<file path="src/rtl/uart_tx_arbiter_if.sv">
// ---------------------------------------------------------------------------
// uart_tx_arbiter_if
//   Bundles the requester side and the transmitter side of the UART TX
//   arbiter into one interface.
//
//   Parameters
//     NREQ : number of byte requesters (2..8)
//     DW   : data width per byte
//     GW   : grant index width, derived from NREQ
//
//   Signals
//     i_req_valid  [NREQ]     bit k: requester k presents a byte
//     i_req_data   [NREQ*DW]  requester k byte in bits [k*DW +: DW]
//     o_req_ready  [NREQ]     bit k: holding register k is empty
//     o_tx_start              one-cycle start pulse to the transmitter
//     o_tx_data    [DW]       byte for the transmitter, valid with o_tx_start
//     i_tx_busy               transmitter busy flag
//     o_grant      [GW]       index of the requester last granted
//     o_busy                  arbiter is not idle
//     o_timeout               one-cycle pulse on watchdog abort
//
//   Modports
//     master : the arbiter (drives the o_* signals)
//     slave  : the environment (requesters plus transmitter)
// ---------------------------------------------------------------------------
interface uart_tx_arbiter_if #(
  parameter int unsigned NREQ = 2,
  parameter int unsigned DW   = 8
);
  localparam int unsigned GW = (NREQ > 1) ? $clog2(NREQ) : 1;

  logic [NREQ-1:0]    i_req_valid;
  logic [NREQ*DW-1:0] i_req_data;
  logic [NREQ-1:0]    o_req_ready;
  logic               o_tx_start;
  logic [DW-1:0]      o_tx_data;
  logic               i_tx_busy;
  logic [GW-1:0]      o_grant;
  logic               o_busy;
  logic               o_timeout;

  modport master (
    input  i_req_valid,
    input  i_req_data,
    input  i_tx_busy,
    output o_req_ready,
    output o_tx_start,
    output o_tx_data,
    output o_grant,
    output o_busy,
    output o_timeout
  );

  modport slave (
    output i_req_valid,
    output i_req_data,
    output i_tx_busy,
    input  o_req_ready,
    input  o_tx_start,
    input  o_tx_data,
    input  o_grant,
    input  o_busy,
    input  o_timeout
  );

endinterface

</file>
<file path="src/rtl/uart_tx_arbiter.sv">
// ---------------------------------------------------------------------------
// uart_tx_arbiter
//   Round-robin arbiter sharing one UART transmitter between NREQ byte
//   sources. Each source owns a one-byte holding register; the arbiter picks a
//   pending byte, pulses start to the transmitter for one cycle and then waits
//   for the transmitter busy cycle (rise then fall) before arbitrating again.
//
//   Parameters
//     NREQ           : number of requesters, 2..8
//     DW             : data width per byte
//     TIMEOUT_CYCLES : cycles allowed in WAIT_BUSY before abort (timeout build)
//
//   Ports
//     clk     : system clock
//     i_reset : asynchronous, active-high reset
//     bus     : uart_tx_arbiter_if.master (requester and transmitter signals)
//
//   Build option
//     UART_ARB_TIMEOUT_EN : when defined, a watchdog aborts WAIT_BUSY after
//                           TIMEOUT_CYCLES cycles and pulses o_timeout. When
//                           undefined, WAIT_BUSY waits forever and o_timeout
//                           is tied low.
// ---------------------------------------------------------------------------
module uart_tx_arbiter #(
  parameter int unsigned NREQ           = 2,
  parameter int unsigned DW             = 8,
  parameter int unsigned TIMEOUT_CYCLES = 1024
) (
  input  logic                clk,
  input  logic                i_reset,
  uart_tx_arbiter_if.master   bus
);

  localparam int unsigned GW = (NREQ > 1) ? $clog2(NREQ) : 1;

  // Elaboration-time parameter sanity checks.
  if (NREQ < 2 || NREQ > 8) begin : g_bad_nreq
    $error("uart_tx_arbiter: NREQ must be in 2..8");
  end
  if (TIMEOUT_CYCLES == 0) begin : g_bad_timeout
    $error("uart_tx_arbiter: TIMEOUT_CYCLES must be non-zero");
  end

  typedef enum logic [1:0] {
    StIdle,
    StStart,
    StWaitBusy,
    StWaitDone
  } state_e;

  state_e          state_q, state_d;
  logic [NREQ-1:0] hold_valid_q, hold_valid_d;
  logic [DW-1:0]   hold_data_q [NREQ];
  logic [DW-1:0]   hold_data_d [NREQ];
  logic [GW-1:0]   grant_q, grant_d;
  logic [DW-1:0]   tx_data_q, tx_data_d;
  logic [NREQ-1:0] req_ready;
  logic            timeout;

  // Arbitration results
  logic            pick_found;
  logic [GW-1:0]   pick_idx;

  // Ready is forced low while reset is held so no byte is taken during reset.
  assign req_ready = ~hold_valid_q & {NREQ{~i_reset}};

  // -------------------------------------------------------------------------
  // Round-robin search: first pending index after the last grant, wrapping.
  // -------------------------------------------------------------------------
  always_comb begin
    int unsigned idx;
    logic [GW-1:0] idx_w;
    pick_found = 1'b0;
    pick_idx   = grant_q;
    idx        = 0;
    idx_w      = '0;
    for (int unsigned i = 1; i <= NREQ; i++) begin
      idx   = (32'(grant_q) + i) % NREQ;
      idx_w = GW'(idx);
      if (!pick_found && hold_valid_q[idx_w]) begin
        pick_found = 1'b1;
        pick_idx   = idx_w;
      end
    end
  end

  // -------------------------------------------------------------------------
  // Holding registers: accept on valid&&ready, clear the granted slot in START.
  // Ready of the granted slot is low during START, so clear and accept never
  // collide on the same slot.
  // -------------------------------------------------------------------------
  always_comb begin
    hold_valid_d = hold_valid_q;
    hold_data_d  = hold_data_q;
    for (int unsigned k = 0; k < NREQ; k++) begin
      if (bus.i_req_valid[k] && req_ready[k]) begin
        hold_valid_d[k] = 1'b1;
        hold_data_d[k]  = bus.i_req_data[k*DW +: DW];
      end
    end
    if (state_q == StStart) begin
      hold_valid_d[grant_q] = 1'b0;
    end
  end

`ifdef UART_ARB_TIMEOUT_EN
  localparam int unsigned CntW = $clog2(TIMEOUT_CYCLES + 1);
  logic [CntW-1:0] cnt_q, cnt_d;
`endif

  // -------------------------------------------------------------------------
  // FSM next state and outputs
  // -------------------------------------------------------------------------
  always_comb begin
    state_d   = state_q;
    grant_d   = grant_q;
    tx_data_d = tx_data_q;
    timeout   = 1'b0;
`ifdef UART_ARB_TIMEOUT_EN
    cnt_d     = cnt_q;
`endif
    case (state_q)
      StIdle: begin
        if (pick_found) begin
          grant_d   = pick_idx;
          // Byte is latched here so o_tx_data is already valid during START.
          tx_data_d = hold_data_q[pick_idx];
          state_d   = StStart;
        end
      end
      StStart: begin
        state_d = StWaitBusy;
`ifdef UART_ARB_TIMEOUT_EN
        cnt_d   = CntW'(TIMEOUT_CYCLES - 1);
`endif
      end
      StWaitBusy: begin
        if (bus.i_tx_busy) begin
          state_d = StWaitDone;
`ifdef UART_ARB_TIMEOUT_EN
        end else if (cnt_q == '0) begin
          // Transmitter never responded; the byte is already dropped.
          timeout = 1'b1;
          state_d = StIdle;
        end else begin
          cnt_d = cnt_q - 1'b1;
`endif
        end
      end
      StWaitDone: begin
        if (!bus.i_tx_busy) begin
          state_d = StIdle;
        end
      end
      default: begin
        state_d = StIdle;
      end
    endcase
  end

  // -------------------------------------------------------------------------
  // State registers
  // -------------------------------------------------------------------------
  always_ff @(posedge clk or posedge i_reset) begin
    if (i_reset) begin
      state_q      <= StIdle;
      hold_valid_q <= '0;
      grant_q      <= GW'(NREQ - 1);
      tx_data_q    <= '0;
      for (int unsigned k = 0; k < NREQ; k++) begin
        hold_data_q[k] <= '0;
      end
    end else begin
      state_q      <= state_d;
      hold_valid_q <= hold_valid_d;
      grant_q      <= grant_d;
      tx_data_q    <= tx_data_d;
      hold_data_q  <= hold_data_d;
    end
  end

`ifdef UART_ARB_TIMEOUT_EN
  always_ff @(posedge clk or posedge i_reset) begin
    if (i_reset) begin
      cnt_q <= '0;
    end else begin
      cnt_q <= cnt_d;
    end
  end
`endif

  // -------------------------------------------------------------------------
  // Outputs
  // -------------------------------------------------------------------------
  assign bus.o_req_ready = req_ready;
  assign bus.o_tx_start  = (state_q == StStart);
  assign bus.o_tx_data   = tx_data_q;
  assign bus.o_grant     = grant_q;
  assign bus.o_busy      = (state_q != StIdle);
  assign bus.o_timeout   = timeout;

endmodule
</file>
<file path="src/flat_wrapper.sv">
// flat-port wrapper written by rule: the top's interface ports become plain ports
module uart_tx_arbiter_flat 
#(
  parameter int unsigned NREQ           = 2,
  parameter int unsigned DW             = 8,
  parameter int unsigned TIMEOUT_CYCLES = 1024
)
  (clk, i_reset, bus_i_req_valid, bus_i_req_data, bus_i_tx_busy, bus_o_req_ready, bus_o_tx_start, bus_o_tx_data, bus_o_grant, bus_o_busy, bus_o_timeout);
  uart_tx_arbiter_if #(.NREQ(NREQ), .DW(DW)) bus_i ();
  input  logic clk;
  input  logic i_reset;
  input wire logic [$bits(bus_i.i_req_valid)-1:0] bus_i_req_valid;
  input wire logic [$bits(bus_i.i_req_data)-1:0] bus_i_req_data;
  input wire logic [$bits(bus_i.i_tx_busy)-1:0] bus_i_tx_busy;
  output wire logic [$bits(bus_i.o_req_ready)-1:0] bus_o_req_ready;
  output wire logic [$bits(bus_i.o_tx_start)-1:0] bus_o_tx_start;
  output wire logic [$bits(bus_i.o_tx_data)-1:0] bus_o_tx_data;
  output wire logic [$bits(bus_i.o_grant)-1:0] bus_o_grant;
  output wire logic [$bits(bus_i.o_busy)-1:0] bus_o_busy;
  output wire logic [$bits(bus_i.o_timeout)-1:0] bus_o_timeout;
  assign bus_i.i_req_valid = bus_i_req_valid;
  assign bus_i.i_req_data = bus_i_req_data;
  assign bus_i.i_tx_busy = bus_i_tx_busy;
  assign bus_o_req_ready = bus_i.o_req_ready;
  assign bus_o_tx_start = bus_i.o_tx_start;
  assign bus_o_tx_data = bus_i.o_tx_data;
  assign bus_o_grant = bus_i.o_grant;
  assign bus_o_busy = bus_i.o_busy;
  assign bus_o_timeout = bus_i.o_timeout;
  uart_tx_arbiter #(.NREQ(NREQ), .DW(DW), .TIMEOUT_CYCLES(TIMEOUT_CYCLES)) u_core (.clk(clk), .i_reset(i_reset), .bus(bus_i));
endmodule
</file>
<file path="config.mk">
export PLATFORM = sky130hd
export DESIGN_NAME = uart_tx_arbiter_flat
export DESIGN_NICKNAME = d
export VERILOG_FILES = /design/src/rtl/uart_tx_arbiter_if.sv /design/src/rtl/uart_tx_arbiter.sv /design/src/flat_wrapper.sv
export SDC_FILE = /design/constraint.sdc
export NUM_CORES = 1
export LEC_CHECK = 0
export BUFFER_PORTS_ARGS = -buffer_cell sky130_fd_sc_hd__buf_2
export CAP_MARGIN = 20
export CORE_MARGIN = 5
export CORE_UTILIZATION = 35
export DETAILED_ROUTE_END_ITERATION = 16
export GPL_ROUTABILITY_DRIVEN = 0
export PLACE_DENSITY_LB_ADDON = 0.1
export SETUP_SLACK_MARGIN = 0.3
export SYNTH_ARGS = -nofsm -noshare
export SYNTH_HDL_FRONTEND = slang
export SYNTH_SLANG_ARGS = --single-unit
</file>
<file path="constraint.sdc">
create_clock -name clk -period 1.4 [get_ports clk]
set_input_delay 0.07 -clock clk [delete_from_list [all_inputs] [get_ports clk]]
set_output_delay 0.07 -clock clk [all_outputs]
set_load 0.01 [all_outputs]
</file>
After elaboration in Yosys (flattened, before gate mapping)
Cells that the tools add are included.
Widths: inputs -> output; s select.
Storage, ports and cells
  logic and storage cells: 54
  input port bits: 21
  register bits after elaboration: 29
  output and inout bits: 14
Cells by class
  order comparisons: 5
  bitwise gates (word level): 6
  mux-type cells: 20
  add/subtract/negate cells: 2
  reduce and logical (&&, ||, !) cells: 9
  equal/unequal tests: 6
Operator list (count)
  $mux 8: 3
  $mux 1: 11
  $mux 2: 4
  $pmux 2 s4: 1
  $lt 1x2->1 const B: 3
  $and 2x2->2: 2
  $eq 2x2->1 const B: 2
  $logic_and 1x1->1: 4
  $ne 2x2->1 const B: 2
  $not 2->2: 2
  $reduce_and 3->1: 1
  $add 1x1->1 const B: 2
  $eq 2x1->1 const B: 1
  $ge 2x2->1 const B: 1
  $logic_not 2->1: 1
  $ne 2x1->1 const B: 1
  $not 1->2: 1
  $reduce_and 2->1: 1
  $reduce_bool 2->1: 1
  $demux 1 s1: 1
  $ge 1x1->1 const B: 1
  $logic_not 1->1: 1
  $not 1->1: 1

Depth between registers and ports, before layout
Gate-level depths: netlist of run 1.
  word-level depth: 11
  gate-level depth with buffers: 7

Worst setup path before layout of run 1
No wires, ideal clock.
  kind: reg2reg
  from: register u_core.state_q[0]
  to: register u_core.state_q[1]
  buffers on the path: 0
  library setup time: 127 ps
  data arrival time: 1384 ps
  clock period less this slack: 1512 ps
  path slack: -112 ps
  cell stages (with the launch flop): 6
  path through: dfrtp_1 > inv_1 > ha_1 > inv_1 > o311a_1 > mux2_1
Between the ends
  longest elaborated chain between the ends: 3
  elaborated cells on any way between the ends: 9
  those cells by class: eq/ne (6); mux (1); reduce/logical (2)
Ends and longest elaborated chain
  from (decl): RTL line uart_tx_arbiter.sv:51  | state_e state_q, state_d;
  from (signal assigned): RTL line uart_tx_arbiter.sv:166  | state_q <= StIdle;
  from (signal assigned): RTL line uart_tx_arbiter.sv:174  | state_q <= state_d;
  $eq 2x2->1 or $logic_not 2->1 (tied branches): RTL line uart_tx_arbiter.sv:122  | case (state_q)
  $ne 2x2->1 (no source line) or $ne 2x1->1 (tied branches)
  $reduce_and 3->1 (no source line)
Parallel ways exist; a longest one is shown, timed or not.
A chain may end at the register's enable or synchronous reset.

Worst setup path in the final report of run 1
Ends and elaborated chain as after synthesis.

==> flow_metrics.env, run 1 <==
export IMPL_cp_end_kind="flip-flop"
export IMPL_hp_class="in2reg"
export IMPL_wire_per_inst_um=15.8
export IMPL_yosys_area_top_type_share_pct=52.6
export IMPL_worst_hold_slack_ns=0.0142
export IMPL_cpMaxStageDelayCell="dfrtp_1"
export IMPL_grt_pass1_vias=1143
export IMPL_layout_min_cycle_time_ns=1.43
export IMPL_vias=1095
export IMPL_skew_ns=0.00406
export IMPL_async_flop_share_pct=100
export IMPL_finalHoldViolCount=0
export IMPL_fmaxAchievable_mhz=699
export IMPL_worstSetupStartpointType="flip-flop"
export IMPL_period_share_pct=102
export IMPL_synth_avg_cell_area_um2=11.6
export IMPL_cellLeakagePower_nw=0.929
export IMPL_p_clk_share_pct=13.4
export IMPL_preCtsSetupSlack_ns=-0.0865
export IMPL_violations="negative setup slack"
export IMPL_pwr_share_seq_pct=32.9
export IMPL_viasPerCell=5.00
export IMPL_core_area_mm2=0.00366
export IMPL_peakVddDrop_mv=1.19
export IMPL_cp_required_ns=1.57
export IMPL_portBuffers=33
export IMPL_synth_commonest_cells="dfrtp_1, mux2_2, nor2_1"
export IMPL_total_power_mw=5.00
export IMPL_setup_slack_ns=-0.0303
export IMPL_num_rows=22
export IMPL_cts_tree="yes"
export IMPL_drc_errors=0
export IMPL_die_x_um=71.7
export IMPL_h_tree_depth=2
export IMPL_drive_gt1_share_pct=57.9
export IMPL_synth_area_leaders="dfrtp_1, mux2_2, nor2_1"
export IMPL_cp_common_cell="inv_2"
export IMPL_crit_type="reg2reg"
export IMPL_clockBufferDepth=2
export IMPL_swShare_pct=35.7
export IMPL_dp_hpwl_mm=2.27
export IMPL_insertedDiodeCount=0
export IMPL_slowest_delay_ns=0.42
export IMPL_clk_pin_slew_ns=0.06
export IMPL_drt_iter0_drc=93
export IMPL_final_cell_count_no_fill=219
export IMPL_antenna_found_initial=0
export IMPL_die_area_mm2=0.00514
export IMPL_synthFlopType="dfrtp_1"
export IMPL_syn2layout_area_growth_pct=52.1
export IMPL_rr_startpoint="u_core.state_q[0]$_DFFE_PP0P_"
export IMPL_min_from="bus_i_req_data[10]"
export IMPL_ys_types=24
export IMPL_power_density_mw_per_mm2=2470
export IMPL_cp_arrival_ns=1.60
export IMPL_syn_nets=140
export IMPL_synth_edf_count=0
export IMPL_synth_area_mm2=0.00133
export IMPL_cts_root_buf="clkbuf_8"
export IMPL_postRouteAntennaNets=0
export IMPL_internal_power_mw=3.22
export IMPL_die_y_um=71.7
export IMPL_drtPass1Iterations=4
export IMPL_setup_violations=3
export IMPL_yosysMostFrequentCell="dfrtp_1"
export IMPL_grt_max_degree=30
export IMPL_ys_seq_elements=29
export IMPL_finalWirelength_mm=3.46
export IMPL_status="finished, violations left"
export IMPL_clk_latency_ns=0.28
export IMPL_crit_chain="inv_2, ha_4, inv_2, o311a_1, mux2_4"
export IMPL_synth_warnings=0
export IMPL_num_nets_final=195
export IMPL_combPwrFrac_pct=53.7
export IMPL_cap_violations=0
export IMPL_rsz0062_at_grt="true"
export IMPL_grt_pass1_wl_mm=5.42
export IMPL_syn_instance_count=115
export IMPL_io_pin_count=35
export IMPL_crit_fanout=3
export IMPL_place_inst=199
export IMPL_cts_sinks=29
export IMPL_initial_utilization_pct=36.4
export IMPL_slew_violations=0
export IMPL_ys_seq_area_share_pct=54.6
export IMPL_netSwitchingPower_mw=1.78
export IMPL_gr_total_overflow=0
export IMPL_synth_largest_area_cell="dfrtp_1"
export IMPL_crit_start="u_core.state_q[0]$_DFFE_PP0P_"
export IMPL_grt_usage_pct=14.0
export IMPL_numCtsBuffers=5
==> kinds of logic (layout without fill, tap and decap cells) <==
group / Yosys count / in the layout / share of synthesized area [%]
compound gates: 22 / 22 / 9.87
simple gates: 30 / 30 / 12.1
flops: 29 / 29 / 54.6
other cells: 1 / 1 / 0.282
fa+ha+maj: 4 / 4 / 3.76
buf+inv: 12 / 68 / 4.98
mux: 17 / 17 / 14.4
==> layout make-up <==
class                   count  area, um^2
repair buffers             55         462
flip-flops and latches     29         729
clock buffers               8        80.1
well taps                  48        60.1
fillers                   323        1640
inverters                   5        18.8
multi-input cells          74         674
==> power by group through the flow <==
stage          combinational, mW  clock [mW]  sequential (mW)
6_report                    2.69       0.668             1.65
2_1_floorplan               1.34           0             1.56
3_5_place_dp                1.90           0             1.63
4_1_cts                     2.51       0.674             1.65
3_3_place_gp                1.83           0             1.62
5_1_grt                     2.91       0.717             1.71
==> sequential cells by signal, indices dropped and copies added, names as in the netlist <==
name / cells
u_core.hold_data_q: 16
u_core.bus.o_tx_data: 8
u_core.state_q: 2
u_core.hold_valid_q: 2
u_core.bus.o_grant: 1
==> metrics by stage <==
stage          instance area (um^2)  util, %  TNS [ns]
4_1_cts                        1950     53.2   -0.0199
5_1_grt                        2020     55.3    -0.411
3_3_place_gp                   1680     45.9  -0.00513
3_5_place_dp                   1680     45.9   -0.0865
2_1_floorplan                  1410        -   -0.0720
6_report                       2020     55.3   -0.0322
==> critical path: cells and delay by family, from the launching register on <==
family | cells | cell delay [ns]
multiplexers | 1 | 0.31
flip-flops | 1 | 0.42
adder cells (fa/ha/maj) | 1 | 0.14
buffers and inverters | 2 | 0.14
AO/OA/AOI/OAI | 1 | 0.31
==> per-layer routing <==
layer	routed length [um]	share of wire (%)	track usage [%]	vias to the layer above
li1	-	-	-	511
met1	1480	43	17.2	539
met2	1680	49	21.7	35
met3	198	5.7	5.47	10
met4	102	2.9	6.47	0
met5	0	0	0	-
==> cells in the final DEF, fill, tap and decap left out, drive strengths merged <==
master and instances:
a31oi 8, a2bb2oi 1, nor3b 2, mux2 17, inv 5, dlygate4sd3 1, or2 1, clkbuf 9
nor2 14, dfstp 1, nand2 2, buf 53, a21oi 2, nand3 9, ha 4, o21ai 9
nand2b 1, o311a 1, and2 1, conb 1, o21a 1, dfrtp 28
==> worst paths after layout <==
kind                       slack, ns  cells past startpoint                           endpoint
max                            -0.03                      5      u_core.state_q[1]$_DFFE_PP0P_
min                             0.01                      2  u_core.hold_data_q[2]$_DFFE_PP0P_
max reg2reg                    -0.03                      5      u_core.state_q[1]$_DFFE_PP0P_
min reg2reg                     0.51                      1  u_core.hold_data_q[0]$_DFFE_PP0P_
max in group asynchronous       0.62                      4     u_core.bus.o_grant$_DFFE_PP1P_
min in group asynchronous       0.47                      4      u_core.state_q[0]$_DFFE_PP0P_
==> what timing repair did <==
action / 4_1_cts / 5_1_grt
hold buffers: 1 / 0
cloned: 2 / 1
pin swaps: 5 / 3
buffers inserted: 4 / 4
gates resized for setup: 24 / 8
hold endpoints to repair: 28 / 0
setup endpoints to repair: 31 / 34
Power figures use the tool's default switching activity.
==> inputs of run 2 (changes only) <==
--- a/config.mk
+++ b/config.mk
@@ -5,6 +5,7 @@
 export SDC_FILE = /design/constraint.sdc
 export NUM_CORES = 1
 export LEC_CHECK = 0
+export ABC_AREA = 1
 export BUFFER_PORTS_ARGS = -buffer_cell sky130_fd_sc_hd__buf_2
 export CAP_MARGIN = 20
 export CORE_MARGIN = 5
==> run 2 against run 1 <==
Compared with the run above:
- the run ends with negative hold slack left
- sequential share of layout area shrank 0.44 points
- routed wire length shrank 2.4%
- via count increased by 16%
- largest cell class unchanged
==> flow_metrics.env, run 2 <==
export IMPL_slowest_delay_ns=0.60
export IMPL_drt_iter0_drc=37
export IMPL_synth_edf_count=0
export IMPL_syn_instance_count=169
export IMPL_wire_per_inst_um=12.0
export IMPL_ys_seq_area_share_pct=53.2
export IMPL_viasPerCell=4.54
export IMPL_crit_type="reg2reg"
export IMPL_status="finished, violations left"
export IMPL_slew_violations=0
export IMPL_largest_register_ff_count=16
export IMPL_antenna_found_initial=0
export IMPL_vias=1275
export IMPL_period_share_pct=88.8
export IMPL_timing_rr_end="u_core.bus.o_tx_data[4]$_DFFE_PP0P_"
export IMPL_cpMaxStageDelayCell="dfstp_2"
export IMPL_portBuffers=33
export IMPL_h_tree_depth=2
export IMPL_num_nets_final=257
export IMPL_cellLeakagePower_nw=1.14
export IMPL_synth_commonest_cells="nand2_1, dfrtp_1, nand3_1"
export IMPL_synthSimpleGateAreaFrac_pct=36.1
export IMPL_finalWirelength_mm=3.38
export IMPL_cts_root_buf="clkbuf_8"
export IMPL_synth_compound_gate_area_share_pct=1.83
export IMPL_io_pin_count=35
export IMPL_drtPass1Iterations=4
export IMPL_multi_input_area_um2=649
export IMPL_yosysMostFrequentCell="nand2_1"
export IMPL_fmaxAchievable_mhz=805
export IMPL_synth_avg_cell_area_um2=8.09
export IMPL_gr_total_overflow=0
export IMPL_worstSetupStartpointType="flip-flop"
export IMPL_rr_startpoint="u_core.bus.o_grant$_DFFE_PP1P_"
export IMPL_finalHoldViolCount=1
export IMPL_clk_pin_slew_ns=0.06
export IMPL_post_route_util_pct=55.1
export IMPL_ys_types=20
export IMPL_final_common_cell="nand2_1"
export IMPL_crit_chain="nand2_4, buf_12, nand3_1, nand2_1, nand2_1, nand2_1"
export IMPL_grt_max_degree=30
export IMPL_design_area_mm2=0.00205
export IMPL_worst_hold_slack_ns=-0.00311
export IMPL_grt_pass1_vias=1323
export IMPL_async_flop_share_pct=100
export IMPL_synthFlopType="dfrtp_1"
export IMPL_min_path_cells=3
export IMPL_power_density_mw_per_mm2=2250
export IMPL_cp_arrival_ns=1.42
export IMPL_grt_usage_pct=13.8
export IMPL_rrSetupSlack_ns=0.16
export IMPL_setup_violations=0
export IMPL_cap_violations=0
export IMPL_synth_adder_area_share_pct=3.66
export IMPL_core_area_mm2=0.00372
export IMPL_yosys_area_top_type_share_pct=51.2
export IMPL_fillCellCount=346
export IMPL_postRouteAntennaNets=0
export IMPL_synth_area_leaders="dfrtp_1, nand2_1, ha_1"
export IMPL_synthMuxAreaShare_pct=0
export IMPL_peakVddDrop_mv=0.901
export IMPL_placed_area_mm2=0.00158
export IMPL_numCtsBuffers=5
export IMPL_preCtsSetupSlack_ns=0.0460
export IMPL_synth_warnings=0
export IMPL_violations="negative hold slack"
export IMPL_cts_tree="yes"
export IMPL_cts_sinks=29
export IMPL_clockBufferDepth=2
export IMPL_synth_xor_area_share_pct=0
export IMPL_final_cell_mix="nand2_1, buf_2, dfrtp_1"
export IMPL_drc_errors=0
export IMPL_crit_start="u_core.bus.o_grant$_DFFE_PP1P_"
export IMPL_drive_gt1_share_pct=33.5
export IMPL_initial_utilization_pct=36.8
export IMPL_synth_largest_area_cell="dfrtp_1"
export IMPL_dp_hpwl_mm=2.37
export IMPL_die_y_um=72.5
export IMPL_die_area_mm2=0.00526
export IMPL_hp_class="in2reg"
export IMPL_grt_pass1_wl_mm=5.60
export IMPL_layout_min_cycle_time_ns=1.24
export IMPL_syn_nets=194
export IMPL_insertedDiodeCount=0
export IMPL_skew_ns=0.00163
export IMPL_num_rows=22
export IMPL_synth_top_family_by_area="simple AND/OR/NAND/NOR gates"
export IMPL_cp_end_kind="flip-flop"
export IMPL_synth_area_mm2=0.00137
export IMPL_largest_register="u_core.hold_data_q"
export IMPL_die_x_um=72.5
export IMPL_syn2layout_area_growth_pct=49.6
export IMPL_cp_common_cell="nand2_1"
export IMPL_clk_latency_ns=0.28
export IMPL_regArea_um2=728
export IMPL_rsz0062_at_grt="true"
export IMPL_setup_slack_ns=0.157
export IMPL_cp_required_ns=1.57
export IMPL_reg2reg_depth=6
export IMPL_cp_endpoint="u_core.bus.o_tx_data[4]$_DFFE_PP0P_"
export IMPL_fin_tns_setup_ns=0
export IMPL_crit_fanout=7
export IMPL_ys_seq_elements=29
[run 2: area by class of cell]
type	instances	area share (%)
sequential	29	35.6
tap	48	2.94
multi-input combinational	127	31.7
clock buffer	7	4.71
inverter	10	2.45
clock inverter	1	0.245
timing repair buffer	59	22.3
[run 2: report_power, final]
part,switching (mW),total (mW),internal (mW)
Clock,0.305,0.749,0.443
Combinational,1.24,2.29,1.05
Sequential,0.314,1.57,1.26
Total,1.86,4.61,2.75
[run 2: kinds of logic after synthesis]
| group | count (synthesis) |
|---|---|
| simple gates | 118 |
| flops | 29 |
| buf+inv | 13 |
| compound gates | 4 |
| fa+ha+maj | 4 |
| other cells | 1 |
[run 2: repair_timing]
item	in CTS	in global routing
setup buffers	5	4
setup endpoints to repair	23	24
hold endpoints to repair	43	0
resized for setup	17	11
pin swaps	5	13
hold buffers	16	0
[run 2: how the worst min path moves through the flow]
stage / slack, ns / from / end
finish: -0.003 / bus_i_req_data[12] / u_core.hold_data_q[4]$_DFFE_PP0P_
global route: 0.01 / bus_i_req_data[12] / u_core.hold_data_q[4]$_DFFE_PP0P_
CTS: 0.001 / bus_i_req_data[12] / u_core.hold_data_q[4]$_DFFE_PP0P_
detailed placement: 0.20 / i_reset / u_core.state_q[1]$_DFFE_PP0P_
global placement: 0.19 / i_reset / u_core.state_q[1]$_DFFE_PP0P_
floorplan: 0.15 / i_reset / u_core.bus.o_tx_data[0]$_DFFE_PP0P_
[run 2: worst max-delay path: cells and delay by family (launching register included)]
kind / cells / cell delay, ns
AND/OR/NAND/NOR: 5 / 0.38
buffers and inverters: 1 / 0.15
flip-flops: 1 / 0.60
[run 2: layer usage]
metal / wire (um) / GRT usage [%] / vias to the layer above / part of all wire (%)
met5: 0 / 0 / - / 0
met3: 200 / 4.02 / 6 / 5.9
met4: 63 / 5.12 / 0 / 1.9
met2: 1700 / 24.8 / 27 / 50
li1: - / - / 644 / -
met1: 1410 / 15.3 / 598 / 42
[run 2: metrics by stage]
stage / total power, mW / instances
final: 4.61 / 281
after global routing: 4.95 / 281
after CTS: 4.36 / 277
after detailed placement: 3.19 / 248
after global placement: 3.14 / 248
after floorplan: 2.73 / 169
